`src/rtl/branch_resolve_unit_if.sv`:
```
// Handshake bundle between the pipeline and the branch resolve unit.
// The pipeline side drives requests/responses; the unit side drives tags, kills, redirects, updates.
interface branch_resolve_unit_if #(
    parameter int SPEC_STATES = 4,
    parameter int ROB_IDX_W   = 6
);
    logic                   Flush;
    logic                   Alloc_Req;
    logic                   Resp_Valid;
    logic [63:0]            Resp_PC;
    logic [63:0]            Resp_Target;
    logic                   Resp_Taken;
    logic                   Resp_Mispred;
    logic                   Resp_IsSpec;
    logic [SPEC_STATES-1:0] Resp_Spectag;
    logic [2:0]             Resp_BrType;
    logic [ROB_IDX_W-1:0]   Resp_RobIdx;
    logic                   Upd_Ready;

    logic                   Alloc_Grant;
    logic [SPEC_STATES-1:0] Alloc_Tag;
    logic                   Alloc_Full;
    logic [SPEC_STATES-1:0] Spectag_Valid;
    logic                   Kill_Enable;
    logic [SPEC_STATES-1:0] Kill_VKillMask;
    logic                   Redirect_Valid;
    logic [63:0]            Redirect_PC;
    logic [ROB_IDX_W-1:0]   Redirect_RobIdx;
    logic                   Upd_Valid;
    logic [130:0]           Upd_Data;
    logic                   Upd_Drop;

    modport master (
        output Flush, Alloc_Req, Resp_Valid, Resp_PC, Resp_Target, Resp_Taken, Resp_Mispred,
               Resp_IsSpec, Resp_Spectag, Resp_BrType, Resp_RobIdx, Upd_Ready,
        input  Alloc_Grant, Alloc_Tag, Alloc_Full, Spectag_Valid, Kill_Enable, Kill_VKillMask,
               Redirect_Valid, Redirect_PC, Redirect_RobIdx, Upd_Valid, Upd_Data, Upd_Drop
    );

    modport slave (
        input  Flush, Alloc_Req, Resp_Valid, Resp_PC, Resp_Target, Resp_Taken, Resp_Mispred,
               Resp_IsSpec, Resp_Spectag, Resp_BrType, Resp_RobIdx, Upd_Ready,
        output Alloc_Grant, Alloc_Tag, Alloc_Full, Spectag_Valid, Kill_Enable, Kill_VKillMask,
               Redirect_Valid, Redirect_PC, Redirect_RobIdx, Upd_Valid, Upd_Data, Upd_Drop
    );
endinterface

```
`src/rtl/branch_resolve_unit.sv`:
```
// Speculation-tag allocator with dependency masks, kill/redirect generation on mispredicts,
// and a small FIFO that buffers predictor updates.
module branch_resolve_unit #(
    parameter int SPEC_STATES = 4,
    parameter int ROB_IDX_W   = 6,
    parameter int UPD_DEPTH   = 4
) (
    input logic                clk,
    input logic                rst,
    branch_resolve_unit_if.slave bru
);
    localparam int S     = SPEC_STATES;
    localparam int UPD_W = 131;
    localparam int PTR_W = (UPD_DEPTH > 1) ? $clog2(UPD_DEPTH) : 1;
    localparam int CNT_W = $clog2(UPD_DEPTH + 1);

    logic [S-1:0]          valid_q, valid_d;
    logic [S-1:0][S-1:0]   dep_q, dep_d;
    logic                  kill_en_q, kill_en_d;
    logic [S-1:0]          kill_mask_q, kill_mask_d;
    logic                  redir_valid_q, redir_valid_d;
    logic [63:0]           redir_pc_q, redir_pc_d;
    logic [ROB_IDX_W-1:0]  redir_rob_q, redir_rob_d;
    logic                  drop_q, drop_d;
    logic [PTR_W-1:0]      wr_ptr_q, wr_ptr_d, rd_ptr_q, rd_ptr_d;
    logic [CNT_W-1:0]      cnt_q, cnt_d;
    logic [UPD_W-1:0]      mem_q [UPD_DEPTH];

    logic [S-1:0]          alloc_tag, kill_set, freed;
    logic                  full, grant, live, stale, mispred_resolve;
    logic                  push, push_ok, pop, fifo_full;
    logic [UPD_W-1:0]      upd_in;
    logic                  unused_lsbs;

    // Bit 0 of PC/target is always zero for aligned instructions, so it is not stored.
    assign upd_in      = {bru.Resp_PC[63:1], bru.Resp_Target[63:1], bru.Resp_Taken,
                          bru.Resp_Mispred, bru.Resp_BrType};
    assign unused_lsbs = ^{bru.Resp_PC[0], bru.Resp_Target[0]};

    assign live  = bru.Resp_Valid & bru.Resp_IsSpec & |(bru.Resp_Spectag & valid_q);
    assign stale = bru.Resp_Valid & bru.Resp_IsSpec & ~|(bru.Resp_Spectag & valid_q);
    assign mispred_resolve = live & bru.Resp_Mispred;
    assign full  = &valid_q;
    assign grant = bru.Alloc_Req & ~full & ~bru.Flush & ~mispred_resolve;

    // NOTE: every signal assigned in always_comb gets a default first, so no latch is inferred.
    always_comb begin
        alloc_tag = '0;
        for (int i = S - 1; i >= 0; i--) begin
            if (!valid_q[i]) begin
                alloc_tag    = '0;
                alloc_tag[i] = 1'b1;
            end
        end
        kill_set = bru.Resp_Spectag;
        for (int i = 0; i < S; i++) begin
            if (|(dep_q[i] & bru.Resp_Spectag)) kill_set[i] = 1'b1;
        end
        kill_set = kill_set & valid_q;
    end

    always_comb begin
        freed = '0;
        if (mispred_resolve)  freed = kill_set;
        else if (live)        freed = bru.Resp_Spectag & valid_q;

        valid_d = valid_q & ~freed;
        for (int i = 0; i < S; i++) dep_d[i] = dep_q[i] & ~freed;
        if (grant) begin
            valid_d = valid_d | alloc_tag;
            for (int i = 0; i < S; i++) begin
                if (alloc_tag[i]) dep_d[i] = valid_q & ~freed & ~alloc_tag;
            end
        end
        if (bru.Flush) begin
            valid_d = '0;
            dep_d   = '0;
        end

        kill_en_d     = mispred_resolve & ~bru.Flush;
        kill_mask_d   = kill_en_d ? kill_set : '0;
        redir_valid_d = bru.Resp_Valid & bru.Resp_Mispred & ~stale & ~bru.Flush;
        redir_pc_d    = redir_valid_d ? {bru.Resp_Target[63:1], 1'b0} : redir_pc_q;
        redir_rob_d   = redir_valid_d ? bru.Resp_RobIdx : redir_rob_q;
    end

    // Flush suppresses the enqueue but leaves entries already buffered untouched.
    assign fifo_full = (cnt_q == CNT_W'(UPD_DEPTH));
    assign pop       = (cnt_q != '0) & bru.Upd_Ready;
    assign push      = bru.Resp_Valid & ~stale & ~bru.Flush;
    assign push_ok   = push & (~fifo_full | pop);

    always_comb begin
        wr_ptr_d = push_ok ? wr_ptr_q + PTR_W'(1) : wr_ptr_q;
        rd_ptr_d = pop     ? rd_ptr_q + PTR_W'(1) : rd_ptr_q;
        cnt_d    = cnt_q;
        if (push_ok && !pop)      cnt_d = cnt_q + CNT_W'(1);
        else if (!push_ok && pop) cnt_d = cnt_q - CNT_W'(1);
        drop_d   = push & fifo_full & ~pop;
    end

    // NOTE: sequential state uses non-blocking assignments so all registers update from pre-edge values.
    always_ff @(posedge clk) begin
        if (rst) begin
            valid_q       <= '0;
            dep_q         <= '0;
            kill_en_q     <= 1'b0;
            kill_mask_q   <= '0;
            redir_valid_q <= 1'b0;
            redir_pc_q    <= '0;
            redir_rob_q   <= '0;
            drop_q        <= 1'b0;
            wr_ptr_q      <= '0;
            rd_ptr_q      <= '0;
            cnt_q         <= '0;
        end else begin
            valid_q       <= valid_d;
            dep_q         <= dep_d;
            kill_en_q     <= kill_en_d;
            kill_mask_q   <= kill_mask_d;
            redir_valid_q <= redir_valid_d;
            redir_pc_q    <= redir_pc_d;
            redir_rob_q   <= redir_rob_d;
            drop_q        <= drop_d;
            wr_ptr_q      <= wr_ptr_d;
            rd_ptr_q      <= rd_ptr_d;
            cnt_q         <= cnt_d;
        end
    end

    // NOTE: the storage array has no reset; the occupancy count alone decides which entries are valid.
    always_ff @(posedge clk) begin
        if (!rst && push_ok) mem_q[wr_ptr_q] <= upd_in;
    end

    assign bru.Alloc_Grant     = grant;
    assign bru.Alloc_Tag       = alloc_tag;
    assign bru.Alloc_Full      = full;
    assign bru.Spectag_Valid   = valid_q;
    assign bru.Kill_Enable     = kill_en_q;
    assign bru.Kill_VKillMask  = kill_mask_q;
    assign bru.Redirect_Valid  = redir_valid_q;
    assign bru.Redirect_PC     = redir_pc_q;
    assign bru.Redirect_RobIdx = redir_rob_q;
    assign bru.Upd_Valid       = (cnt_q != '0);
    assign bru.Upd_Data        = mem_q[rd_ptr_q];
    assign bru.Upd_Drop        = drop_q;
endmodule

```
`src/flat_wrapper.sv`:
```
// flat-port wrapper written by rule: the top's interface ports become plain ports
module branch_resolve_unit_flat 
#(
    parameter int SPEC_STATES = 4,
    parameter int ROB_IDX_W   = 6,
    parameter int UPD_DEPTH   = 4
)
  (clk, rst, bru_Flush, bru_Alloc_Req, bru_Resp_Valid, bru_Resp_PC, bru_Resp_Target, bru_Resp_Taken, bru_Resp_Mispred, bru_Resp_IsSpec, bru_Resp_Spectag, bru_Resp_BrType, bru_Resp_RobIdx, bru_Upd_Ready, bru_Alloc_Grant, bru_Alloc_Tag, bru_Alloc_Full, bru_Spectag_Valid, bru_Kill_Enable, bru_Kill_VKillMask, bru_Redirect_Valid, bru_Redirect_PC, bru_Redirect_RobIdx, bru_Upd_Valid, bru_Upd_Data, bru_Upd_Drop);
  branch_resolve_unit_if #(.SPEC_STATES(SPEC_STATES), .ROB_IDX_W(ROB_IDX_W)) bru_i ();
  input logic clk;
  input logic rst;
  input wire logic [$bits(bru_i.Flush)-1:0] bru_Flush;
  input wire logic [$bits(bru_i.Alloc_Req)-1:0] bru_Alloc_Req;
  input wire logic [$bits(bru_i.Resp_Valid)-1:0] bru_Resp_Valid;
  input wire logic [$bits(bru_i.Resp_PC)-1:0] bru_Resp_PC;
  input wire logic [$bits(bru_i.Resp_Target)-1:0] bru_Resp_Target;
  input wire logic [$bits(bru_i.Resp_Taken)-1:0] bru_Resp_Taken;
  input wire logic [$bits(bru_i.Resp_Mispred)-1:0] bru_Resp_Mispred;
  input wire logic [$bits(bru_i.Resp_IsSpec)-1:0] bru_Resp_IsSpec;
  input wire logic [$bits(bru_i.Resp_Spectag)-1:0] bru_Resp_Spectag;
  input wire logic [$bits(bru_i.Resp_BrType)-1:0] bru_Resp_BrType;
  input wire logic [$bits(bru_i.Resp_RobIdx)-1:0] bru_Resp_RobIdx;
  input wire logic [$bits(bru_i.Upd_Ready)-1:0] bru_Upd_Ready;
  output wire logic [$bits(bru_i.Alloc_Grant)-1:0] bru_Alloc_Grant;
  output wire logic [$bits(bru_i.Alloc_Tag)-1:0] bru_Alloc_Tag;
  output wire logic [$bits(bru_i.Alloc_Full)-1:0] bru_Alloc_Full;
  output wire logic [$bits(bru_i.Spectag_Valid)-1:0] bru_Spectag_Valid;
  output wire logic [$bits(bru_i.Kill_Enable)-1:0] bru_Kill_Enable;
  output wire logic [$bits(bru_i.Kill_VKillMask)-1:0] bru_Kill_VKillMask;
  output wire logic [$bits(bru_i.Redirect_Valid)-1:0] bru_Redirect_Valid;
  output wire logic [$bits(bru_i.Redirect_PC)-1:0] bru_Redirect_PC;
  output wire logic [$bits(bru_i.Redirect_RobIdx)-1:0] bru_Redirect_RobIdx;
  output wire logic [$bits(bru_i.Upd_Valid)-1:0] bru_Upd_Valid;
  output wire logic [$bits(bru_i.Upd_Data)-1:0] bru_Upd_Data;
  output wire logic [$bits(bru_i.Upd_Drop)-1:0] bru_Upd_Drop;
  assign bru_i.Flush = bru_Flush;
  assign bru_i.Alloc_Req = bru_Alloc_Req;
  assign bru_i.Resp_Valid = bru_Resp_Valid;
  assign bru_i.Resp_PC = bru_Resp_PC;
  assign bru_i.Resp_Target = bru_Resp_Target;
  assign bru_i.Resp_Taken = bru_Resp_Taken;
  assign bru_i.Resp_Mispred = bru_Resp_Mispred;
  assign bru_i.Resp_IsSpec = bru_Resp_IsSpec;
  assign bru_i.Resp_Spectag = bru_Resp_Spectag;
  assign bru_i.Resp_BrType = bru_Resp_BrType;
  assign bru_i.Resp_RobIdx = bru_Resp_RobIdx;
  assign bru_i.Upd_Ready = bru_Upd_Ready;
  assign bru_Alloc_Grant = bru_i.Alloc_Grant;
  assign bru_Alloc_Tag = bru_i.Alloc_Tag;
  assign bru_Alloc_Full = bru_i.Alloc_Full;
  assign bru_Spectag_Valid = bru_i.Spectag_Valid;
  assign bru_Kill_Enable = bru_i.Kill_Enable;
  assign bru_Kill_VKillMask = bru_i.Kill_VKillMask;
  assign bru_Redirect_Valid = bru_i.Redirect_Valid;
  assign bru_Redirect_PC = bru_i.Redirect_PC;
  assign bru_Redirect_RobIdx = bru_i.Redirect_RobIdx;
  assign bru_Upd_Valid = bru_i.Upd_Valid;
  assign bru_Upd_Data = bru_i.Upd_Data;
  assign bru_Upd_Drop = bru_i.Upd_Drop;
  branch_resolve_unit #(.SPEC_STATES(SPEC_STATES), .ROB_IDX_W(ROB_IDX_W), .UPD_DEPTH(UPD_DEPTH)) u_core (.clk(clk), .rst(rst), .bru(bru_i));
endmodule
```
`config.mk`:
```
export PLATFORM = sky130hd
export DESIGN_NAME = branch_resolve_unit_flat
export DESIGN_NICKNAME = d
export VERILOG_FILES = /design/src/rtl/branch_resolve_unit_if.sv /design/src/rtl/branch_resolve_unit.sv /design/src/flat_wrapper.sv
export SDC_FILE = /design/constraint.sdc
export NUM_CORES = 1
export LEC_CHECK = 0
export BUFFER_PORTS_ARGS = -buffer_cell sky130_fd_sc_hd__clkbuf_2
export CAP_MARGIN = 20
export CORE_MARGIN = 4
export CORE_UTILIZATION = 56
export CTS_CLUSTER_SIZE = 14
export DETAILED_ROUTE_END_ITERATION = 7
export PLACE_DENSITY = 0.76
export SLEW_MARGIN = 20
export SYNTH_ARGS = -nofsm -noshare
export SYNTH_HDL_FRONTEND = slang
export SYNTH_SLANG_ARGS = --single-unit
```
`constraint.sdc`:
```
create_clock -name clk -period 6.5 [get_ports clk]
set_input_delay 0.325 -clock clk [delete_from_list [all_inputs] [get_ports clk]]
set_output_delay 0.325 -clock clk [all_outputs]
set_load 0.03 [all_outputs]
```
Word-level counts from Yosys, hierarchy flattened

Memory sizes are Yosys's and may differ from the RTL's. A register that Yosys moved wholly into a read port is not among the register bits.
Index checks and enable logic that the tools add are counted.

Memories kept: 1
Bits of input ports: 150
Flip-flop bits (word level): 103
Bits in writable memories: 524
Logic and storage cells: 99

Multiplexer cells: 22
Reduce and logical (&&, ||, !) cells: 17
Bitwise operators: 40
Add/subtract/negate cells: 4
Equal/unequal tests: 1

Memories:

| name         | words | bits a word | read ports | clocked after memory_dff | write ports | line                      | source |
|---|---|---|---|---|---|---|---|
| u_core.mem_q | 4     | 131         | 1          | 1                        | 1           | branch_resolve_unit.sv:27 | `logic [UPD_W-1:0] mem_q [UPD_DEPTH];` |

Operators with widths:

| kind                  | number |
|---|---|
| $and A4 B4 Y4         | 12 |
| $mux W4               | 11 |
| $reduce_or A4 Y1      | 5 |
| $and A1 B1 Y1         | 17 |
| $mux W16              | 1 |
| $not A4 Y4            | 2 |
| $not A1 Y1            | 7 |
| $mux W1               | 6 |
| $mux W3               | 2 |
| $add A2 B1 Y2 const B | 2 |
| $logic_not A1 Y1      | 4 |
| $mux W2               | 2 |
| $or A4 B4 Y4          | 1 |
| $reduce_and A4 Y1     | 1 |
| $reduce_or A2 Y1      | 2 |
| $add A3 B1 Y3 const B | 1 |
| $eq A3 B3 Y1 const B  | 1 |
| $logic_and A1 B1 Y1   | 3 |
| $reduce_bool A3 Y1    | 1 |
| $sub A3 B1 Y3 const B | 1 |
| $reduce_bool A2 Y1    | 1 |
| $or A1 B1 Y1          | 1 |

Longest topological paths before layout

Gate-level depths: netlist of the first run.

Depth after elaboration: 12
Gate-level depth with buffers: 9

Least setup slack after synthesis of the first run

No wires, ideal clock.

Kind: flip-flop to flip-flop
From: reg u_core.valid_q[1], in the netlist u_core.bru.Spectag_Valid[1]
To: mem u_core.mem_q[0][0], enable pin
Library setup time: 0.506 ns
Path slack: 1.443 ns
Arrival: 4.551 ns
Stages on the path, launching flop included: 6
Clock period less this slack: 5.057 ns
Path buffers: 1
Required time: 5.994 ns
Cell sequence: dfxtp_1 buf_2 a22oi_2 a311oi_2 nor2b_1 and2_1

Word-level cells in the longest chain between the ends: 11

Ends and longest elaborated chain:

| what                          | line                       | source |
|---|---|---|
| start, declared               | branch_resolve_unit.sv:17  | `logic [S-1:0] valid_q, valid_d;` |
| start signal, assigned        | branch_resolve_unit.sv:117 | `valid_q <= valid_d;` |
| $and A4 B4 Y4                 | branch_resolve_unit.sv:41  | `assign stale = bru.Resp_Valid & bru.Resp_IsSpec & ~\|(bru.Resp_Spectag & valid_q);` |
| $reduce_or A4 Y1              | branch_resolve_unit.sv:41  |  |
| $logic_not A1 Y1              | branch_resolve_unit.sv:41  |  |
| $and A1 B1 Y1                 | branch_resolve_unit.sv:41  |  |
| $not A1 Y1                    | branch_resolve_unit.sv:90  | `assign push = bru.Resp_Valid & ~stale & ~bru.Flush;` |
| $and A1 B1 Y1 (2 in a row)    | branch_resolve_unit.sv:90  |  |
| $and A1 B1 Y1                 | branch_resolve_unit.sv:91  | `assign push_ok = push & (~fifo_full \| pop);` |
| $logic_and A1 B1 Y1           | branch_resolve_unit.sv:133 | `if (!rst && push_ok) mem_q[wr_ptr_q] <= upd_in;` |
| $mux W1                       | branch_resolve_unit.sv:133 |  |
| $mux W1 (implied by the code) | branch_resolve_unit.sv:133 |  |
| end, declared                 | branch_resolve_unit.sv:27  |  |

Every way passes these cells.

Worst setup path in the final report of the first run

From: reg u_core.valid_q[1], in the netlist u_core.bru.Spectag_Valid[1]
To: mem u_core.mem_q[3][77], enable pin

The elaborated chain is that of the path after synthesis.

==> results of run 1 <==
-- worst reg2reg max path: stages, from the launching register on --
cell and delay [ns]:
dfxtp_1 0.55, a22oi_2 0.23, a311oi_2 0.49, nor2b_1 0.32
and2_4 0.87, buf_12 0.44
-- placed cells by master, fill, tap and decap left out, types with 3 or more instances in the layout --
| master | n |
|---|---|
| edfxtp_1 | 524 |
| clkbuf_2 | 364 |
| dlygate4sd3_1 | 138 |
| mux4_2 | 131 |
| dfxtp_1 | 99 |
| nor2_1 | 85 |
| mux2i_1 | 71 |
| clkbuf_16 | 61 |
| clkbuf_1 | 19 |
| nand2_1 | 14 |
| clkinv_2 | 11 |
| buf_4 | 11 |
| inv_1 | 9 |
| nand3_1 | 9 |
| o21ai_0 | 9 |
| a21oi_1 | 8 |
| clkbuf_8 | 8 |
| nor2b_1 | 6 |
| o21a_1 | 5 |
| ha_1 | 5 |
| and2_4 | 4 |
| xor2_1 | 4 |
| nor3_1 | 3 |
| a31oi_1 | 3 |
| a22oi_1 | 3 |
| clkinv_1 | 3 |
| bufinv_16 | 3 |
| buf_12 | 3 |
-- kinds of logic after synthesis --
kind of cell | share of synthesized area [%]
mux | 16.0
fa+ha+maj | 0.361
compound gates | 1.65
other cells | 0.0164
xor+xnor | 0.191
simple gates | 2.50
flops | 77.6
buf+inv | 1.63
-- cells in the mapped netlist, drive strengths merged --
library cell	instances	share of area [%]
nor2b	6	0.16
nand3	9	0.20
a211oi	1	0.055
a22oi	5	0.21
o21ai	9	0.20
a222oi	2	0.088
o41ai	2	0.11
conb	1	0.016
inv	9	0.15
xnor2	1	0.038
nor2	85	1.4
nor4b	1	0.038
edfxtp	524	69
dfxtp	101	8.8
nand2	14	0.23
o2111a	1	0.049
xor2	4	0.15
and4b	1	0.044
a21o	2	0.066
mux2i	71	3.1
a31oi	3	0.082
or3	2	0.055
o22ai	1	0.027
o211ai	1	0.033
nor3	3	0.066
nand4	1	0.027
o32ai	1	0.038
o221ai	1	0.038
nand2b	2	0.055
a21boi	1	0.033
o2bb2ai	1	0.038
a311oi	2	0.13
fa	1	0.088
and3b	1	0.038
and2	6	0.16
o21ba	1	0.044
o21a	5	0.16
mux4	131	13
or2	1	0.027
a21oi	8	0.18
clkbuf	18	0.30
buf	34	1.2
ha	5	0.27
o31ai	1	0.033
a211o	1	0.038
-- stage by stage --
stage	power (W)	std cells	hold WS (ns)
3_5_place_dp	0.00665	1932	0.463
3_3_place_gp	0.00663	1932	0.458
4_1_cts	0.0100	2180	0.00945
2_1_floorplan	0.00607	1081	0.424
5_1_grt	0.0103	2180	0.0401
6_report	0.00994	2180	0.0411
-- sequential cells by signal, indices dropped and copies added, names as in the netlist, named ones only --
name                        flops
u_core.bru.Kill_Enable          1
u_core.rd_ptr_q                 2
u_core.bru.Redirect_PC         63
u_core.bru.Redirect_Valid       1
u_core.bru.Kill_VKillMask       4
u_core.dep_q                   12
u_core.cnt_q                    3
u_core.wr_ptr_q                 2
u_core.bru.Redirect_RobIdx      6
u_core.mem_q                  524
u_core.bru.Upd_Drop             1
u_core.bru.Spectag_Valid        4
-- cell type report --
cell class	count	area share (%)
Clock inverter	22	0.725
Sequential cell	625	62.4
Clock buffer	88	6.00
Tap cell	525	2.31
Timing Repair Buffer	516	11.7
Inverter	9	0.119
Multi-Input combinational cell	395	16.7
-- per-layer routing --
metal  part of all wire, %  vias to the layer above
li1                      -                     5422
met4                   2.8                        0
met1                    39                     6242
met5                     0                        -
met2                    51                      512
met3                   7.2                       76
-- how the worst max path moves through the flow --
| stage | slack [ns] | startpoint | cells past startpoint | to |
|---|---|---|---|---|
| global placement | 3.14 | u_core.bru.Spectag_Valid[1]$_SDFF_PP0_ | 5 | u_core.mem_q[1][110]$_DFFE_PP_ |
| floorplan | 1.44 | u_core.bru.Spectag_Valid[1]$_SDFF_PP0_ | 5 | u_core.mem_q[0][0]$_DFFE_PP_ |
| CTS | 3.08 | u_core.bru.Spectag_Valid[1]$_SDFF_PP0_ | 5 | u_core.mem_q[1][126]$_DFFE_PP_ |
| global route | 2.91 | u_core.bru.Spectag_Valid[1]$_SDFF_PP0_ | 5 | u_core.mem_q[3][83]$_DFFE_PP_ |
| finish | 3.15 | u_core.bru.Spectag_Valid[1]$_SDFF_PP0_ | 5 | u_core.mem_q[3][77]$_DFFE_PP_ |
| detailed placement | 3.09 | u_core.bru.Spectag_Valid[1]$_SDFF_PP0_ | 5 | u_core.mem_q[1][126]$_DFFE_PP_ |
-- power breakdown --
| part | switching, W | internal, W | total (W) |
|---|---|---|---|
| combinational | 0.00128 | 0.000831 | 0.00211 |
| sequential | 0.0000862 | 0.00440 | 0.00449 |
| clock | 0.00140 | 0.00194 | 0.00334 |
==> results by stage, run 1 <==
STA:
- For the pin with the worst max-slew slack, the measured transition is 1.04 ns.
- Setup violations remaining at the end of the flow were counted as 0.
- The number of slew-limit violations in the final report is 0.
- The post-route clock period utilization is 51.6%.
- The relative slew slack is 30.9%.
- The peak clock frequency supported by timing is 298 MHz.
- The worst path setup slack after routing is 3.15 ns.
- For the final database, setup skew stands at 0.0179 ns.
- Setup repair after global routing left no endpoint under its margin.
- The hold violation total from the final report is 0.
- The clock period could shrink to 3.35 ns.
- Setup total negative slack on the finished layout was measured at 0 ns.

Floorplan:
- In this run the count of I/O pins placed on the die edge is 369.
- The floorplan row count is 73.
- The die covers 44,100 sq um.
- Once the floorplan was initialized, standard cells occupied 57.0% of the core.
- The die is 210 um tall.
- The chip width is 210 um.
- After floorplanning, the core was sized to cover 40,100 sq um.

Place:
- Summing all placed instances gives a cell area of 25,200 sq um.
- The sum of net half-perimeters after detailed placement is 28,500 um.
- At the placement stage, the worst setup path has a slack of 3.09 ns.
- The port buffer count is 365.
- The weighted congestion reported at the end of routability-driven placement is 0.871.

Global route:
- The aggregate global routing overflow is 0.
- In this run the most used layer during global routing was met2.
- Across every metal layer, demand over resource in global routing totals 21.9%.
- In the global route stage, met3 resource usage came out at 4.67%.
- The first global-routing pass estimated 74,500 um of wire.
- The number of antenna violations at the first check in global routing is 0.
- The number of global-route vias before repair was 12,839.
- Global routing used 29.2% of the available met1 tracks.
- For met2 alone, demand over resource in global routing was 36.7%.
- The largest net degree at the start of global routing is 92.

Hold path:
- The path with the worst hold slack has its endpoint at u_core.mem_q[2][3]$_DFFE_PP_.
- The type of the tightest min-delay check is input pin to flip-flop.
- The startpoint of the most critical hold path is bru_Resp_Mispred.
- The worst hold path stage count is 1.

Critical path:
- The data arrival time of the worst path is 3.59 ns.
- Together, buffers and inverters on the worst path number 1.
- The family of cells with the greatest summed delay on the critical path is simple AND/OR/NAND/NOR gates.
- The length in cells of the worst reg-to-reg path is 5.
- The type of element launching the critical path is a flip-flop.
- STA puts the critical path data required time at 6.74 ns.
- Walking the worst path, the cells encountered are a22oi_2 > a311oi_2 > nor2b_1 > and2_4 > buf_12.
- The worst setup path is captured at a flip-flop.
- The worst setup slack for register-to-register paths is 3.15 ns.
- The slowest stage of the critical path belongs to the cell and2_4.
- The delay of the slowest critical-path stage is 0.87 ns.
- The launching point of the worst reg2reg path is u_core.bru.Spectag_Valid[1]$_SDFF_PP0_.
- The reg-to-reg critical path endpoint is u_core.mem_q[3][77]$_DFFE_PP_.
- The setup path with the least slack is of type flip-flop to flip-flop.
- Of all nets on the critical path, the largest fanout is 68.

Route:
- After detailed routing, the average wire length per cell comes to 22.2 um.
- For this run, the detailed router's first-pass iteration total came to 5.
- After detailed routing, the number of vias per cell comes to 5.62.
- The routed layout has 12,252 vias.
- Once detail routing completed, the nets flagged for antenna violations numbered 0.
- In the routed design, unresolved DRC markers number 0.
- The first-iteration detailed-routing DRC count is 860.
- Summed over all layers, the routed wires come to 48,400 um.

Clock tree:
- After clock tree synthesis, the setup repair step added 0 buffers.
- The number of cells upsized or downsized after cts is 0.
- The H-tree generated during clock tree synthesis spans 2 levels.
- The tree is rooted in a clkbuf_16.
- The number of buffers created by CTS is 58.
- TritonCTS built the clock tree.
- For this design, the sink count on the clock tree is 625.
- The longest clock path from root to sink contains 3 buffers.
- Clock-pin slew was measured on the worst setup and hold paths at 0.06 ns.
- In this run, post-CTS hold repair placed 138 buffers.
- The later pin in the worst-skew pair is clocked with a latency of 0.60 ns.

Yosys:
- The portion of the post-synthesis area used by sequential elements is 77.6%.
- The count of yosys warnings during synthesis is 0.
- The average footprint of a synthesized cell is 21.2 sq um.
- Synthesis produced a netlist whose cell count is 1,081.
- The synthesized design contains 625 register bits.
- When the netlist entered floorplanning its net count stood at 1,237.
- The mapped netlist covers 22,900 sq um.
- Counting distinct cell types in the post-synthesis netlist gives 52.

Layout:
- The number of antenna diodes in the final layout is 0.
- The area taken by multi-input logic gates is 4760 sq um.
- Compared with the post-synthesis result, the final layout area differs by 24.5%.
- In the final design database the tool counted 1,761 nets.
- The post-route netlist has 36.9% of its cells at a drive strength greater than 1.
- The total non-filler cell area in the finished layout is 28,500 sq um.
- The core occupancy in the finished layout is 71.0%.
- In the final layout, flip-flops and latches occupy 17,800 sq um.
- Fill cells in the final layout number 2,403.

Pwr:
- The standby leakage power is 9.93 nW.
- The power density over the cells is 349 nW/um^2.
- The worst-case IR drop observed on VDD is 0.251 mV.

Flow run:
- The number of maximum-capacitance constraint violations is 0.

Outcome:
- The flow ran to the end, and the final reports show no timing, DRC or antenna violations.
Power figures use the tool's default switching activity.
==> run 2, diff against run 1 <==
- clock period: 6.5 -> 3.1 ns (I/O delays scaled with it)
==> run 2 against run 1 <==
  * Wire length is 3.7% higher
  * Clock skew is 0.00086 ns lower
  * Total power is 110% higher
  * Sequential share of layout area is 0.85 points lower
  * Maximum frequency is 28% higher
  * Die area stayed put
  * Via count is 0.63% higher
  * Largest power group unchanged
==> results by stage, run 2 (synthesized netlist as in run 1, its figures left out) <==
Floorplan:
- The die outline height was 210 um (unchanged).
- The starting density of the core came to 57.0% (unchanged).
- The chip width is 210 um (unchanged).
- The floorplan row count is 73 (unchanged).
- The floorplan core area was 40,100 sq um (unchanged).
- The full die area was 44,100 sq um (unchanged).
- The number of ports placed on the die boundary was 369 (unchanged).

Route:
- The first-iteration detailed-routing DRC count is 873 (+1.5%).
- The number of vias per cell after detailed routing is 5.60 (-0.38%).
- The number of design rule violations left after detail routing came to 0 (unchanged).
- The first-pass iteration count of the detailed router is 5 (unchanged).
- The remaining antenna violation count after routing is 0 (unchanged).
- The total number of vias is 12,329 (+0.63%).
- The detail-routed net length per standard cell is 22.8 um (+2.6%).
- The detailed-route wire length was 50,200 um (+3.7%).

Global route:
- The all-layer global routing usage is 22.6% (+0.67 points).
- The largest net degree at the start of global routing came to 45 (-51%).
- The number of global-route vias before repair is 13,284 (+3.5%).
- The number of antenna violations at the first check in global routing is 0 (unchanged).
- The first-pass GRT wire length was 76,700 um (+2.9%).
- The aggregate global routing overflow is 0 (unchanged).

STA:
- The hold violation total from the final report was 0 (unchanged).
- Setup repair after global routing left no endpoint under its margin.
- The number of slew-limit violations in the final report is 0 (unchanged).
- The final-report setup violation count is 0 (unchanged).
- The relative slew slack is 52.2% (+21 points).
- The post-route clock period utilization was 84.2% (+33 points).
- The worst clock skew was 0.0171 ns (-0.000859 ns).
- The post-route minimum period is 2.61 ns (-0.742 ns).
- The peak clock frequency supported by timing is 383 MHz (+28%).
- The worst-margin pin slew came to 0.714 ns (-0.322 ns).

Hold path:
- In this run the worst hold path is classified as input pin to flip-flop.

Critical path:
- The setup path with the least slack is of type flip-flop to flip-flop.
- The type of element launching the critical path is a flip-flop.
- The family of cells with the greatest summed delay on the critical path is simple AND/OR/NAND/NOR gates.
- The biggest fanout along the worst timing path is 44 (-35%).
- The delay of the slowest critical-path stage is 0.50 ns (-0.37 ns).
- The worst path required time came to 3.36 ns (-3.38 ns).
- The critical path goes through a22oi_2 > a311oi_2 > nor2b_1 > and2_4 > buf_12.
- The worst setup path is captured at a flip-flop.
- The total buffers and inverters traversed by the critical path is 1 (unchanged).
- On the critical path, the stage with the largest delay is an instance of a311oi_2.
- The data arrival time of the worst path is 2.88 ns (-0.71 ns).

Place:
- The post-detailed-placement cell area came to 25,500 sq um (+1.2%).
- The sum of net half-perimeters after detailed placement is 30,300 um (+6.5%).
- The port buffer count came to 365 (unchanged).
- The weighted congestion reported at the end of routability-driven placement was 0.842 (-3.4%).

Pwr:
- The standby leakage power is 10.1 nW (+1.5%).
- The power density over the cells is 728 nW/um^2 (+110%).
- The switching power summed over all nets came to 0.00583 W (+110%).
- The design internal power came to 0.0152 W (+110%).
- The combinational cell fraction of total power was 21.8% (+0.6 points).
- The peak supply drop came to 0.626 mV (+150%).
- The fraction of power consumed by the clock network is 33.5% (about the same).
- The switching share of power was 27.8% (-0.11 points).
- The sequential power share is 44.7% (-0.5 points).

Clock tree:
- The CTS H-tree depth is 2 (unchanged).
- The clock tree buffer depth is 3 (unchanged).
- The clock root buffer is clkbuf_16.
- TritonCTS built the clock tree.
- The clock-pin transition on the worst setup and hold timing paths is 0.06 ns (about the same).
- The number of buffers created by CTS was 59 (+1.7%).
- The number of setup buffers added after CTS came to 0 (unchanged).
- The clock sink count was 625 (unchanged).
- The later-pin clock latency in the skew report is 0.60 ns (about the same).

Layout:
- The proportion of layout cells with a drive suffix above 1 is 37.1% (+0.23 points).
- In the layout the commonest cells are 524 x edfxtp_1, 364 x clkbuf_2, 146 x dlygate4sd3_1.
- The library cell used most frequently in the layout, excluding fill and tap cells, is edfxtp_1.
- The signed area change from the synthesized netlist to the final layout is 26.2%.
- The core occupancy in the finished layout is 72.0% (+0.99 points).
- The number of nets in the finished design is 1,783 (+1.2%).
- The number of flip-flops in the largest register is 524 (unchanged).
- The total non-filler cell area in the finished layout came to 28,900 sq um (+1.4%).
- The register with the highest flop count is u_core.mem_q.
- The number of diodes added for antenna fixing came to 0 (unchanged).

Outcome:
- The flow ran to the end, and the final reports show no timing, DRC or antenna violations.

Flow run:
- The number of maximum-capacitance constraint violations was 0 (unchanged).
[run 2: cell count changes in the layout (fill, tap and decap cells not counted), moves of 2 or more]
cell	before	now
clkbuf_16	61	63
buf_12	3	19
clkinv_1	3	6
clkbuf_8	8	10
clkinv_2	11	9
buf_4	11	8
dlygate4sd3_1	138	146
[run 2: per-stage QoR]
step | hold WS [ns] | TNS, ns | power, W | cells | setup WS [ns]
2_1_floorplan | 0.254 | -257.08 | 0.0127 | 1081 | -0.491
3_3_place_gp | 0.370 | 0 | 0.0140 | 1945 | 0.552
3_5_place_dp | 0.375 | 0 | 0.0141 | 1945 | 0.506
4_1_cts | 0.0470 | 0 | 0.0212 | 2202 | 0.402
5_1_grt | 0.0987 | 0 | 0.0218 | 2202 | 0.288
6_report | 0.0952 | 0 | 0.0210 | 2202 | 0.489
[run 2: routing by layer]
layer / GRT usage [%] / routed length (um) / vias up
met1: 29.5 / 19600 / 6308
met4: 7.11 / 1530 / 0
li1: - / - / 5460
met5: 0 / 0 / -
met2: 38.3 / 25600 / 464
met3: 5.15 / 3500 / 97
[run 2: power by group through the flow]
stage                     clock, W  combinational (W)  sequential [W]
after floorplan                  0            0.00322         0.00949
after global placement           0            0.00444         0.00958
after detailed placement         0            0.00446         0.00959
after CTS                  0.00718            0.00463         0.00941
after global routing       0.00755            0.00484         0.00943
final                      0.00703            0.00458         0.00940
[run 2: worst paths after layout]
path                                                        startpoint  slack [ns]                                       to  cells after the start
worst max-delay path            u_core.bru.Spectag_Valid[3]$_SDFF_PP0_        0.49           u_core.mem_q[2][104]$_DFFE_PP_                      5
worst min-delay path                               bru_Resp_Spectag[3]         0.1  u_core.bru.Kill_VKillMask[3]$_SDFF_PP0_                      4
worst max register to register  u_core.bru.Spectag_Valid[3]$_SDFF_PP0_        0.49           u_core.mem_q[2][104]$_DFFE_PP_                      5
worst min register to register             u_core.dep_q[11]$_SDFF_PP0_        0.49              u_core.dep_q[11]$_SDFF_PP0_                      2
[run 2: cell type report]
| type | count | area, sq um |
|---|---|---|
| clock buffer | 91 | 1780 |
| clock inverter | 20 | 150 |
| fill | 2355 | 11200 |
| inverter | 9 | 33.8 |
| multi-input combinational | 395 | 4760 |
| sequential | 625 | 17800 |
| tap | 525 | 657 |
| timing repair buffer | 537 | 3720 |
[run 2: tightest hold or removal path, cell delays in order]
cell and delay, ns:
clkbuf_2 0.15, a21oi_1 0.13, a21o_1 0.14, nor2_1 0.05
[run 2: repair_timing]
action                    4_1_cts  5_1_grt
hold buffers                  146        0
resized for setup               0        0
hold endpoints to repair      606        0
